[src/rtl/wb_arb_pkg.sv]
// wb_arb_pkg
//   Shared definitions for the two-master Wishbone arbiter:
//   grant encoding, default bus widths and the tie-break helper.
package wb_arb_pkg;

    typedef enum logic [1:0] {
        GNT_NONE = 2'd0,
        GNT_M0   = 2'd1,
        GNT_M1   = 2'd2
    } gnt_t;

    localparam int DATA_WIDTH = 32;
    localparam int ADDR_WIDTH = 32;

    // Pick a new owner from the current cyc requests.
    // prefer_m1 only matters when both masters request together.
    function automatic gnt_t arbitrate(input logic m0_cyc,
                                       input logic m1_cyc,
                                       input logic prefer_m1);
        gnt_t pick;
        pick = GNT_NONE;
        if (m0_cyc && m1_cyc)
            pick = prefer_m1 ? GNT_M1 : GNT_M0;
        else if (m0_cyc)
            pick = GNT_M0;
        else if (m1_cyc)
            pick = GNT_M1;
        return pick;
    endfunction

endpackage

[src/rtl/wb_arbiter_2m.sv]
// wb_arbiter_2m
//   Two-master to one-slave classic Wishbone arbiter. A registered grant
//   selects the owner; the owner keeps the bus until it drops cyc, and the
//   release edge re-arbitrates immediately (no idle cycle on handover).
//   Once granted, request and return paths are purely combinational.
//
// Ports
//   clk, rst              : clock, synchronous active-high reset
//   i_m0_* / o_m0_*       : master 0 request inputs, ack/data/int returns
//   i_m1_* / o_m1_*       : master 1, same set
//   o_s_*                 : request towards the slave (all 0 when no owner)
//   i_s_dat/ack/int       : slave returns; int is broadcast to both masters
//
// Build option
//   WB_ARB_ROUND_ROBIN_EN : when defined, a tie goes to the master that was
//                           not the last owner (last owner resets to m1).
//                           Otherwise m0 wins every tie.
module wb_arbiter_2m
    import wb_arb_pkg::*;
#(
    parameter  int DATA_WIDTH = wb_arb_pkg::DATA_WIDTH,
    parameter  int ADDR_WIDTH = wb_arb_pkg::ADDR_WIDTH,
    localparam int SEL_WIDTH  = DATA_WIDTH / 8
) (
    input  logic                  clk,
    input  logic                  rst,

    input  logic                  i_m0_we,
    input  logic                  i_m0_stb,
    input  logic                  i_m0_cyc,
    input  logic [SEL_WIDTH-1:0]  i_m0_sel,
    input  logic [DATA_WIDTH-1:0] i_m0_dat,
    input  logic [ADDR_WIDTH-1:0] i_m0_adr,
    output logic [DATA_WIDTH-1:0] o_m0_dat,
    output logic                  o_m0_ack,
    output logic                  o_m0_int,

    input  logic                  i_m1_we,
    input  logic                  i_m1_stb,
    input  logic                  i_m1_cyc,
    input  logic [SEL_WIDTH-1:0]  i_m1_sel,
    input  logic [DATA_WIDTH-1:0] i_m1_dat,
    input  logic [ADDR_WIDTH-1:0] i_m1_adr,
    output logic [DATA_WIDTH-1:0] o_m1_dat,
    output logic                  o_m1_ack,
    output logic                  o_m1_int,

    output logic                  o_s_we,
    output logic                  o_s_stb,
    output logic                  o_s_cyc,
    output logic [SEL_WIDTH-1:0]  o_s_sel,
    output logic [DATA_WIDTH-1:0] o_s_dat,
    output logic [ADDR_WIDTH-1:0] o_s_adr,
    input  logic [DATA_WIDTH-1:0] i_s_dat,
    input  logic                  i_s_ack,
    input  logic                  i_s_int
);

    gnt_t grant;
    gnt_t grant_next;
    logic prefer_m1;

`ifdef WB_ARB_ROUND_ROBIN_EN
    // 1 = m1 owned the bus last; updated on the owner's release edge.
    logic last_m1;

    always_ff @(posedge clk) begin
        if (rst)
            last_m1 <= 1'b1;
        else if (grant == GNT_M0 && !i_m0_cyc)
            last_m1 <= 1'b0;
        else if (grant == GNT_M1 && !i_m1_cyc)
            last_m1 <= 1'b1;
    end

    assign prefer_m1 = ~last_m1;
`else
    assign prefer_m1 = 1'b0;
`endif

    always_ff @(posedge clk) begin
        if (rst)
            grant <= GNT_NONE;
        else
            grant <= grant_next;
    end

    // An owner holding cyc keeps the bus; on release the same edge
    // re-arbitrates so a waiting master takes over with no idle cycle.
    always_comb begin
        grant_next = grant;
        case (grant)
            GNT_M0:  if (!i_m0_cyc) grant_next = arbitrate(i_m0_cyc, i_m1_cyc, prefer_m1);
            GNT_M1:  if (!i_m1_cyc) grant_next = arbitrate(i_m0_cyc, i_m1_cyc, prefer_m1);
            default: grant_next = arbitrate(i_m0_cyc, i_m1_cyc, prefer_m1);
        endcase
    end

    always_comb begin
        o_s_we   = 1'b0;
        o_s_stb  = 1'b0;
        o_s_cyc  = 1'b0;
        o_s_sel  = '0;
        o_s_dat  = '0;
        o_s_adr  = '0;
        o_m0_ack = 1'b0;
        o_m0_dat = '0;
        o_m1_ack = 1'b0;
        o_m1_dat = '0;
        case (grant)
            GNT_M0: begin
                o_s_we   = i_m0_we;
                o_s_stb  = i_m0_stb;
                o_s_cyc  = i_m0_cyc;
                o_s_sel  = i_m0_sel;
                o_s_dat  = i_m0_dat;
                o_s_adr  = i_m0_adr;
                o_m0_ack = i_s_ack;
                o_m0_dat = i_s_dat;
            end
            GNT_M1: begin
                o_s_we   = i_m1_we;
                o_s_stb  = i_m1_stb;
                o_s_cyc  = i_m1_cyc;
                o_s_sel  = i_m1_sel;
                o_s_dat  = i_m1_dat;
                o_s_adr  = i_m1_adr;
                o_m1_ack = i_s_ack;
                o_m1_dat = i_s_dat;
            end
            default: ;
        endcase
    end

    assign o_m0_int = i_s_int;
    assign o_m1_int = i_s_int;

endmodule

[config.mk]
export PLATFORM = sky130hd
export DESIGN_NAME = wb_arbiter_2m
export DESIGN_NICKNAME = d
export VERILOG_FILES = /design/src/rtl/wb_arb_pkg.sv /design/src/rtl/wb_arbiter_2m.sv
export SDC_FILE = /design/constraint.sdc
export NUM_CORES = 1
export LEC_CHECK = 0
export ABC_AREA = 1
export BUFFER_PORTS_ARGS = -buffer_cell sky130_fd_sc_hd__buf_2
export CELL_PAD_IN_SITES_DETAIL_PLACEMENT = 2
export CELL_PAD_IN_SITES_GLOBAL_PLACEMENT = 2
export CORE_MARGIN = 5
export CORE_UTILIZATION = 10
export CTS_BUF_LIST = sky130_fd_sc_hd__clkbuf_4 sky130_fd_sc_hd__clkbuf_8
export CTS_CLUSTER_DIAMETER = 100
export DETAILED_ROUTE_END_ITERATION = 10
export GPL_ROUTABILITY_DRIVEN = 0
export MAX_ROUTING_LAYER = met4
export PLACE_DENSITY_LB_ADDON = 0.1
export SLEW_MARGIN = 30
export SYNTH_ARGS = -nofsm -noshare
export SYNTH_HDL_FRONTEND = slang
export SYNTH_SLANG_ARGS = --single-unit
[constraint.sdc]
create_clock -name clk -period 1.75 [get_ports clk]
set_clock_uncertainty 0.05 [all_clocks]
set_input_delay 0.35 -clock clk [delete_from_list [all_inputs] [get_ports clk]]
set_output_delay 0.35 -clock clk [all_outputs]
set_load 0.01 [all_outputs]
; ---- Word-level counts from Yosys, hierarchy flattened
; Index checks and enable logic that the tools add are counted.
[word_totals]
reg_bits = 2
in_bits = 178
out_inout_bits = 139
elab_cells = 26
[classes]
eq_ne = 4
muxes = 19
n_reduce_logical = 2
[op_table]
columns = operator, n
row1 = $pmux 32 s2, 2
row2 = $mux 32, 2
row3 = $mux 2, 6
row4 = $pmux 4 s2, 1
row5 = $pmux 1 s2, 3
row6 = $mux 1, 4
row7 = $ne 2x2->1 const B, 2
row8 = $pmux 2 s2, 1
row9 = $eq 2x1->1 const B, 1
row10 = $eq 2x2->1 const B, 1
row11 = $reduce_and 2->1, 1
row12 = $logic_and 1x1->1, 1

; ---- Logic depth before layout (Yosys ltp)
; Gate-level depths: netlist of the first run.
[logic_depth]
word_depth = 4
mapped_depth = 8
depth_no_buf = 7

; ---- Worst setup path before layout of the first run
; Ideal clock, no wire load.
[synth_timing]
path_kind = flip-flop to output port
startpoint = reg grant[0]
endpoint = out o_s_adr[30]
arrival_time_ns = 1.239
required_ns = 1.350
slack_ns = 0.111
path_stages_with_launch = 6
cell_sequence = dfxtp_1 -> inv_1 -> ha_1 -> buf_2 -> buf_1 -> a21oi_1
[synth_via]
elab_chain_cells = 2
word_cells_on_any_way = 3
[synth_rtl]
columns = item, line_no
row1 = "start, declared", wb_arbiter_2m.sv:59  ; gnt_t grant;
row2 = "start signal, assigned", wb_arbiter_2m.sv:85  ; grant <= grant_next;
row3 = $eq 2x2->1 or $eq 2x1->1 (tied branches), wb_arbiter_2m.sv:110  ; case (grant)
row4 = $pmux 32 s2 *, wb_arbiter_2m.sv:110
row5 = "end, declared", wb_arbiter_2m.sv:53  ; output logic [ADDR_WIDTH-1:0] o_s_adr,
; Mark *: on every way between the ends. The rest lies on a longest branch, timed or not.

; ---- Worst setup path after layout of the first run
[layout_timing]
startpoint = reg grant[0]
endpoint = out o_m0_dat[9]
[layout_via]
elab_chain_cells = 2
[layout_rtl]
columns = item, line_no
row1 = $eq 2x1->1, wb_arbiter_2m.sv:110
row2 = $mux 32, wb_arbiter_2m.sv:110
row3 = "end, declared", wb_arbiter_2m.sv:34  ; output logic [DATA_WIDTH-1:0] o_m0_dat,
; Every way passes these cells.

==> flow_summary.json, run 1 <==
{
  "synth_area_um2": 1820,
  "wl_mm": 15.3,
  "grt_pass1_vias": 4026,
  "cts_made_buffers": 3,
  "vias_per_cell": 3.91,
  "post-route-cell-area_um2": 4550,
  "path_class": "flip-flop to output pin",
  "synthesis.nets": 586,
  "path_clk_slew_ps": 30,
  "antenna_left": 0,
  "coreArea_um2": 18000,
  "insertion_delay_ps": 210,
  "power.density_nw_per_um2": 556,
  "syn_avg_cell_area_um2": 4.51,
  "outcome": "finished, violations left",
  "power_leakage_nw": 2.82,
  "crit_path_frequent_cell": "buf_6",
  "max_cap_violations": 0,
  "fill_cells": 2285,
  "numPortBuffers": 313,
  "ys_seq_area_share_pct": 2.20,
  "r2r_end": "grant[0]",
  "arrival_ps": 1490,
  "hold_path_end": "grant[1]",
  "violations": "setup timing",
  "cpMaxStageDelayCell": "dfxtp_4",
  "dp_hpwl_mm": 12.2,
  "antenna_found_initial": 2,
  "relSlewSlack_pct": 84.0,
  "fmax_ghz": 0.528,
  "root_buffer": "clkbuf_8",
  "reg_top3": "grant (2)",
  "htree_levels": 1,
  "setup_slack_ps": -144,
  "mostFrequentLayoutCell": "buf_2",
  "grt_use_total_pct": 13.5,
  "worst-path-max-fanout": 12,
  "wl_per_cell_um": 16.0,
  "grt_max_degree": 39,
  "reg2reg_from": "grant[0]",
  "worst_setup_path_end_kind": "output pin",
  "ctsHoldBuffers": 0,
  "hold_viol_final": 0,
  "syn2layout_area_growth_pct": 150,
  "rsz0062_at_grt": "true",
  "path_cells": "buf_6, ha_4, buf_6, buf_12, buf_12, nand2_1, inv_1, buf_6",
  "timing.critical_path.from_type": "flip-flop",
  "largest_reg_flops": 2,
  "grt_pass1_wl_mm": 22.5,
  "required_ps": 1350,
  "ys_ff_latch": 2,
  "start_util_pct": 10.1,
  "drt_pass1_iterations": 4,
  "rows": 49,
  "synth.distinct_cells": 13,
  "timing.final.crit_share_pct": 108,
  "cts_sinks": 2,
  "worst_pin_slew_ps": 241,
  "yosysWarnings": 0,
  "worstHoldStart": "rst",
  "reg2reg_depth": 8,
  "largest_register": "grant",
  "grt_overflow_total": 0,
  "finalCriticalPeriod_ps": 1890,
  "cpPeakStageDelay_ps": 350,
  "fin_tns_setup_ps": -8920,
  "cts_max_path_buffers": 2,
  "syn_inst": 404,
  "cts_tree": "built",
  "nets": 905,
  "hp-class": "input port to flip-flop",
  "drive_gt1_share_pct": 63.1,
  "dr_total_vias": 3728,
  "final_cell_mix": "292 x buf_2, 180 x nand2_1, 57 x inv_1, 50 x a21oi_2",
  "ir_worst_vdd_uv": 247,
  "setup_viol": 98,
  "drtIter0Drc": 55,
  "r2r_setup_slack_ps": 250,
  "die_h_um": 145,
  "drc_errors": 0,
  "slew_viol_final": 0,
  "die_x_um": 145,
  "die-area_um2": 21000,
  "holdPathStages": 4,
  "io_pins": 317,
  "post_dp_cell_area_um2": 3710
}
[stage by stage]
step,utilization (%),hold slack [ps],std cells,power (W),setup slack (ps)
CTS,23.0,341,940,0.00233,-159
detailed placement,20.7,570,928,0.00180,-15.9
global placement,20.7,560,928,0.00177,42.3
global route,25.3,372,952,0.00277,-212
finish,25.3,341,953,0.00253,-144
floorplan,-,445,404,0.000941,111
[where the power goes]
| group | total [W] | internal [W] | switching (W) |
|---|---|---|---|
| Combinational | 0.00228 | 0.00104 | 0.00124 |
| Clock | 0.000183 | 0.000146 | 0.0000374 |
| Sequential | 0.0000688 | 0.0000561 | 0.0000127 |
[how the worst max path moves through the flow]
| stage | startpoint | to | slack [ps] |
|---|---|---|---|
| 4_1_cts | grant[0] | o_s_dat[28] | -160 |
| 2_1_floorplan | grant[0] | o_s_adr[30] | 110 |
| 5_1_grt | grant[0] | o_s_dat[25] | -210 |
| 3_5_place_dp | grant[0] | o_s_adr[2] | -20 |
| 6_report | grant[0] | o_m0_dat[9] | -140 |
| 3_3_place_gp | grant[0] | o_s_adr[17] | 40 |
[layout make-up]
type	count	area, um2	area share (%)
multi-input combinational	298	1630	35.9
inverter	70	265	5.83
timing repair buffer	348	2270	49.8
antenna	3	7.51	0.165
clock buffer	3	41.3	0.908
sequential	2	47.5	1.05
tap	229	287	6.30
[cells in the mapped netlist]
cell | count | area (um2)
nand2_1 | 206 | 773
buf_6 | 6 | 67.6
buf_1 | 1 | 3.75
nand2_2 | 10 | 62.6
buf_4 | 3 | 22.5
ha_1 | 4 | 50.1
nor2_1 | 6 | 22.5
inv_1 | 70 | 263
a21oi_1 | 62 | 310
dfxtp_1 | 2 | 40.0
clkbuf_1 | 1 | 3.75
buf_2 | 23 | 115
a21oi_2 | 10 | 87.6
[critical path, delay by kind of cell (launching register included)]
kind	cells	cell delay, ps
AND/OR/NAND/NOR	1	60
flip-flops	1	350
adder cells (fa/ha/maj)	1	160
buffers and inverters	6	710
[repair_timing]
action,4_1_cts,5_1_grt
pin swaps,5,8
cloned,4,4
endpoints found under the setup margin,134,127
buffers inserted,5,7
hold endpoints to repair,0,0
gates resized for setup,62,80
[logic make-up (layout without fill, tap and decap cells)]
group	Yosys count	count (layout)	synth area share (%)
other	0	3	0
AND/OR/NAND/NOR	222	222	47.1
flip-flops	2	2	2.20
buffers and inverters	104	421	26.1
AO/OA/AOI/OAI	72	72	21.8
adder cells (fa/ha/maj)	4	4	2.75
[layer usage]
| layer | global-route usage [%] | share of wire, % | up-vias |
|---|---|---|---|
| li1 | - | - | 1828 |
| met2 | 24.3 | 51 | 193 |
| met5 | - | 0 | - |
| met1 | 15.1 | 40 | 1697 |
| met4 | 1.79 | 0.82 | 0 |
| met3 | 3.77 | 8.2 | 10 |
No activity file was read; power rests on OpenSTA's default activity.
==> run 2: changes to the inputs <==
Settings changed: SKIP_LAST_GASP set to 1.
==> run 2 against run 1 <==
Net effect:
- the flow still finishes with violations (setup timing)
- setup slack lost 18 ps
- power down 4.8%
- global-route usage hardly changed
- via count down 0.24%
- register-to-register slack improved by 30 ps
- sequential power is 2% lower
- critical path depth stayed put
- critical path type unchanged
- largest power group unchanged
==> flow_summary.json, run 2 (synthesis results as in run 1) <==
{
  "outcome": "finished, violations left",
  "violations": "setup timing",
  "reg_top3": "grant (2)",
  "die-area_um2": 21000,
  "relSlewSlack_pct": 86.9,
  "cts_tree": "built",
  "hold_viol_final": 0,
  "vias_per_cell": 3.91,
  "hp-class": "input port to flip-flop",
  "htree_levels": 1,
  "start_util_pct": 10.1,
  "die_x_um": 145,
  "rsz0062_at_grt": "true",
  "worst-path-max-fanout": 12,
  "reg2reg_depth": 8,
  "cts_made_buffers": 3,
  "grt_pass1_vias": 4000,
  "worst_setup_path_end_kind": "output pin",
  "worst_pin_slew_ps": 196,
  "grt_pass1_wl_mm": 22.4,
  "r2r_setup_slack_ps": 280,
  "insertion_delay_ps": 210,
  "root_buffer": "clkbuf_8",
  "p_seq_share_pct": 2.8,
  "arrival_ps": 1510,
  "p_comb_share_pct": 89.6,
  "path_class": "flip-flop to output pin",
  "die_h_um": 145,
  "wl_mm": 15.3,
  "io_pins": 317,
  "syn2layout_area_growth_pct": 137,
  "mostFrequentLayoutCell": "buf_2",
  "slew_viol_final": 0,
  "drt_pass1_iterations": 4,
  "stdcell_count": 951,
  "cts_sinks": 2,
  "numPortBuffers": 313,
  "grt_overflow_total": 0,
  "drive_gt1_share_pct": 55.6,
  "switching_share_pct": 50.0,
  "fmax_ghz": 0.523,
  "grt_max_degree": 39,
  "antenna_left": 0,
  "largest_reg_flops": 2,
  "cts_max_path_buffers": 2,
  "drc_errors": 0,
  "nets": 903,
  "setup_slack_ps": -162,
  "placed_cells": 928,
  "timing.critical_path.from_type": "flip-flop",
  "worstHoldStart": "rst",
  "internal_power_w": 0.00120,
  "switchingPower_w": 0.00120,
  "holdPathStages": 4,
  "ir_worst_vdd_uv": 238,
  "timing.final.crit_share_pct": 109,
  "power_leakage_nw": 2.78,
  "reg2reg_from": "grant[0]",
  "coreArea_um2": 18000,
  "wl_per_cell_um": 16.1,
  "fill_cells": 2280,
  "dp_hpwl_mm": 12.2,
  "r2r_end": "grant[0]",
  "power.density_nw_per_um2": 558,
  "grt_use_total_pct": 13.4,
  "required_ps": 1350,
  "path_clk_slew_ps": 30,
  "largest_register": "grant",
  "setup_viol": 103,
  "hold_path_end": "grant[1]",
  "drtIter0Drc": 73,
  "pre_cts_ws_ps": -15.9,
  "max_cap_violations": 0,
  "dr_total_vias": 3719,
  "p_clk_share_pct": 7.6,
  "rows": 49,
  "final_cell_mix": "301 x buf_2, 193 x nand2_1, 60 x inv_1, 59 x a21oi_1",
  "finalCriticalPeriod_ps": 1910,
  "antenna_found_initial": 2
}
==> run 2: cell count changes in the layout (fill, tap and decap cells not counted), sizes merged <==
cell / delta
buf: -3
clkbuf: +1
==> run 2: power groups by stage <==
stage / sequential (W) / combinational (W) / clock [W]
5_1_grt: 0.0000688 / 0.00238 / 0.000197
4_1_cts: 0.0000671 / 0.00203 / 0.000189
3_3_place_gp: 0.0000600 / 0.00171 / 0
6_report: 0.0000675 / 0.00216 / 0.000183
3_5_place_dp: 0.0000610 / 0.00174 / 0
2_1_floorplan: 0.0000586 / 0.000883 / 0
==> run 2: area by class of cell <==
type	count	area [um2]	share of cell area [%]
Antenna cell	3	7.51	0.174
Clock buffer	3	41.3	0.956
Inverter	70	263	6.09
Multi-Input combinational cell	298	1440	33.3
Sequential cell	2	47.5	1.10
Tap cell	229	287	6.64
Timing Repair Buffer	346	2230	51.8
==> run 2: what timing repair did <==
| item | 4_1_cts | 5_1_grt |
|---|---|---|
| pin swaps | 5 | 5 |
| endpoints found under the hold margin | 0 | 0 |
| gates resized for setup | 41 | 33 |
| cloned | 4 | 5 |
| hold buffers | 0 | 0 |
| setup buffers | 5 | 4 |
| setup endpoints to repair | 134 | 127 |
==> run 2: metrics by stage <==
step	total power (W)	setup TNS [ps]	cell area (um2)	hold WS, ps	utilization [%]
finish	0.00241	-10170	4320	341	24.0
global route	0.00264	-18690	4320	372	24.0
CTS	0.00229	-11860	4060	341	22.6
detailed placement	0.00180	-20.6	3710	570	20.7
global placement	0.00177	0	3710	560	20.7
floorplan	0.000941	0	1820	445	-
==> run 2: per-layer routing <==
metal  vias to the layer above  track usage [%]  share of wire, %
met5                         -                -                 0
met2                       195             24.2                51
met3                         8             3.80               8.2
met1                      1691             15.1                40
met4                         0             1.79              0.73
li1                       1825                -                 -
==> run 2: worst max-delay path by stage <==
stage             start           to  slack, ps  depth (start not counted)
2_1_floorplan  grant[0]  o_s_adr[30]        110                          5
3_3_place_gp   grant[0]  o_s_adr[17]         40                          6
3_5_place_dp   grant[0]   o_s_adr[2]        -20                          6
4_1_cts        grant[0]  o_s_dat[28]       -160                          5
5_1_grt        grant[1]  o_s_dat[17]       -240                          8
6_report       grant[0]  o_m0_dat[8]       -160                          8
==> run 2: worst max-delay path, stage by stage (launching register included) <==
cell and delay [ps]:
dfxtp_4 340, buf_6 120, ha_4 170, buf_12 130, buf_12 140, clkbuf_16 160, nand2_1 50, inv_1 40
buf_2 140
==> run 3: changes to the inputs <==
Settings changed: ABC_AREA 1 to not set, CORE_UTILIZATION 10 to 11.
==> run 3 against run 2 <==
Net effect:
- the flow still finishes with violations (setup timing)
- clock power about the same
- power down 33%
- count of clock-buffer cells in the layout unchanged
- setup slack better by 22 ps
- flip-flop and latch count unchanged
- critical endpoint is now o_s_dat[17]
- largest cell class unchanged
==> flow_summary.json, run 3 <==
{
  "synth.top_cells.by_area": "a22oi_2 34%, and2_1 23%, nor2_1 14%, a22oi_1 8.2%, buf_6 4.9%",
  "setup_slack_ps": -141,
  "dr_total_vias": 3334,
  "grt_pass1_vias": 3744,
  "cts_made_buffers": 3,
  "path_clk_slew_ps": 30,
  "arrival_ps": 1490,
  "power.density_nw_per_um2": 343,
  "power_leakage_nw": 2.36,
  "drc_errors": 0,
  "io_pins": 317,
  "synth_area_leader_cell": "a22oi_2",
  "slew_viol_final": 0,
  "synthArstFlopShare_pct": 0,
  "ctsHoldBuffers": 0,
  "grt_use_total_pct": 13.8,
  "wl_mm": 14.6,
  "synth_edf_count": 0,
  "ys_seq_area_share_pct": 2.20,
  "ir_worst_vdd_uv": 105,
  "drtIter0Drc": 39,
  "synth_ff_type": "dfxtp_1",
  "root_buffer": "clkbuf_8",
  "syn_avg_cell_area_um2": 7.08,
  "finalCriticalPeriod_ps": 1890,
  "synth_commonest_cells": "70 x nor2_1, 66 x and2_1, 50 x a22oi_2",
  "stdcell_count": 810,
  "syn_inst": 257,
  "timing.critical_path.from_type": "flip-flop",
  "fill_cells": 1961,
  "drive_gt1_share_pct": 80.3,
  "synth_most_common_cell": "nor2_1",
  "grt_pass1_wl_mm": 21.1,
  "insertion_delay_ps": 210,
  "grt_max_degree": 33,
  "yosysWarnings": 0,
  "ys_ff_latch": 2,
  "path_class": "flip-flop to output pin",
  "max_cap_violations": 0,
  "vias_per_cell": 4.12,
  "cts_max_path_buffers": 2,
  "timing.final.crit_share_pct": 108,
  "synth_area_um2": 1820,
  "largest_reg_flops": 2,
  "final_cell_mix": "282 x buf_2, 70 x a22oi_2, 70 x nor2_1, 40 x buf_6, 35 x and2_1",
  "fmax_ghz": 0.529,
  "placed_cells": 781,
  "start_util_pct": 11.1,
  "coreArea_um2": 16400,
  "synth.distinct_cells": 19,
  "total_power_w": 0.00160,
  "rsz0062_at_grt": "true",
  "nets": 772,
  "setup_viol": 97,
  "antenna_found_initial": 2,
  "largest_register": "grant",
  "worst_pin_slew_ps": 192,
  "r2r_setup_slack_ps": 160,
  "rows": 47,
  "grt_overflow_total": 0,
  "required_ps": 1350,
  "cts_tree": "built",
  "die_x_um": 139,
  "hp-class": "input port to flip-flop",
  "die-area_um2": 19200,
  "reg_top3": "grant (2)",
  "dp_hpwl_mm": 11.6,
  "syn2layout_area_growth_pct": 157,
  "outcome": "finished, violations left",
  "cts_sinks": 2,
  "yosysTopAreaCellShare_pct": 34.4,
  "drt_pass1_iterations": 4,
  "mostFrequentLayoutCell": "buf_2",
  "htree_levels": 1,
  "worst-path-max-fanout": 12,
  "antenna_left": 0,
  "violations": "setup timing",
  "worst_setup_path_end_kind": "output pin",
  "synthesis.nets": 439,
  "hold_viol_final": 0,
  "die_h_um": 139,
  "wl_per_cell_um": 18.0,
  "relSlewSlack_pct": 87.2,
  "numPortBuffers": 313
}
-- run 3: cell count changes after synthesis, moves of 2 or more --
cell      previous run  this run
buf_6                6         8
a21oi_1             62         2
a22oi_1              0        20
and2_1               0        66
a21oi_2             10         0
nand2_1            206         3
nor2_1               6        70
inv_1               70         3
a22oi_2              0        50
nand2_2             10         0
clkbuf_1             1        10
buf_2               23         8
-- run 3: final cells by class --
cell class,count,area (um2),area share (%)
clock buffer,3,41.3,0.881
sequential,2,45.0,0.962
antenna,2,5.00,0.107
multi-input combinational,220,1790,38.1
tap,220,275,5.88
timing repair buffer,360,2520,53.7
inverter,3,13.8,0.294
-- run 3: cell families after synthesis --
group	Yosys count	synth area share (%)
AOI/OAI and AO/OA	75	44.6
adders and majority gates	4	2.75
and+or+nand+nor	141	38.6
DFF	2	2.20
buffers and inverters	35	11.9
-- run 3: path summary, 6_finish.rpt --
check	from	to	cells after the start
worst max register to register	grant[1]	grant[0]	8
worst min register to register	grant[1]	grant[1]	3
worst max-delay path	grant[1]	o_s_dat[17]	7
worst min-delay path	rst	grant[0]	2
-- run 3: what timing repair did --
action	in CTS	in global routing
endpoints found under the setup margin	133	130
gates resized for setup	32	91
hold endpoints to repair	0	0
gates cloned	4	6
buffers inserted	9	5
pin swaps	7	15
-- run 3: through the flow --
| step | area (um2) | hold slack [ps] | TNS (ps) | setup WS [ps] | util (%) |
|---|---|---|---|---|---|
| after floorplan | 1820 | 369 | 0 | 117 | - |
| final | 4680 | 285 | -9840 | -141 | 28.6 |
| after CTS | 4160 | 283 | -10460 | -157 | 25.4 |
| after detailed placement | 3780 | 509 | 0 | 4.77 | 23.1 |
| after global routing | 4680 | 281 | -16420 | -209 | 28.6 |
| after global placement | 3780 | 507 | 0 | 47.9 | 23.1 |
-- run 3: power by group --
part	total (W)	internal (W)	switching, W
Combinational	0.00137	0.000745	0.000622
Sequential	0.0000551	0.0000502	0.00000490
Clock	0.000182	0.000146	0.0000370
-- run 3: per-layer routing --
metal	GRT usage, %	up-vias	routed length (um)	part of all wire [%]
met2	25.6	195	7720	53
met1	15.1	1571	5640	39
met4	2.47	0	123	0.84
met3	3.66	8	1140	7.8
li1	-	1560	-	-
met5	-	-	0	0
-- run 3: worst max-delay path, cell delays in order, from the launching register on --
cell and delay [ps]:
dfxtp_2 320, buf_6 120, ha_4 190, buf_4 140
buf_12 140, a22oi_2 150, nor2_1 70, buf_2 140
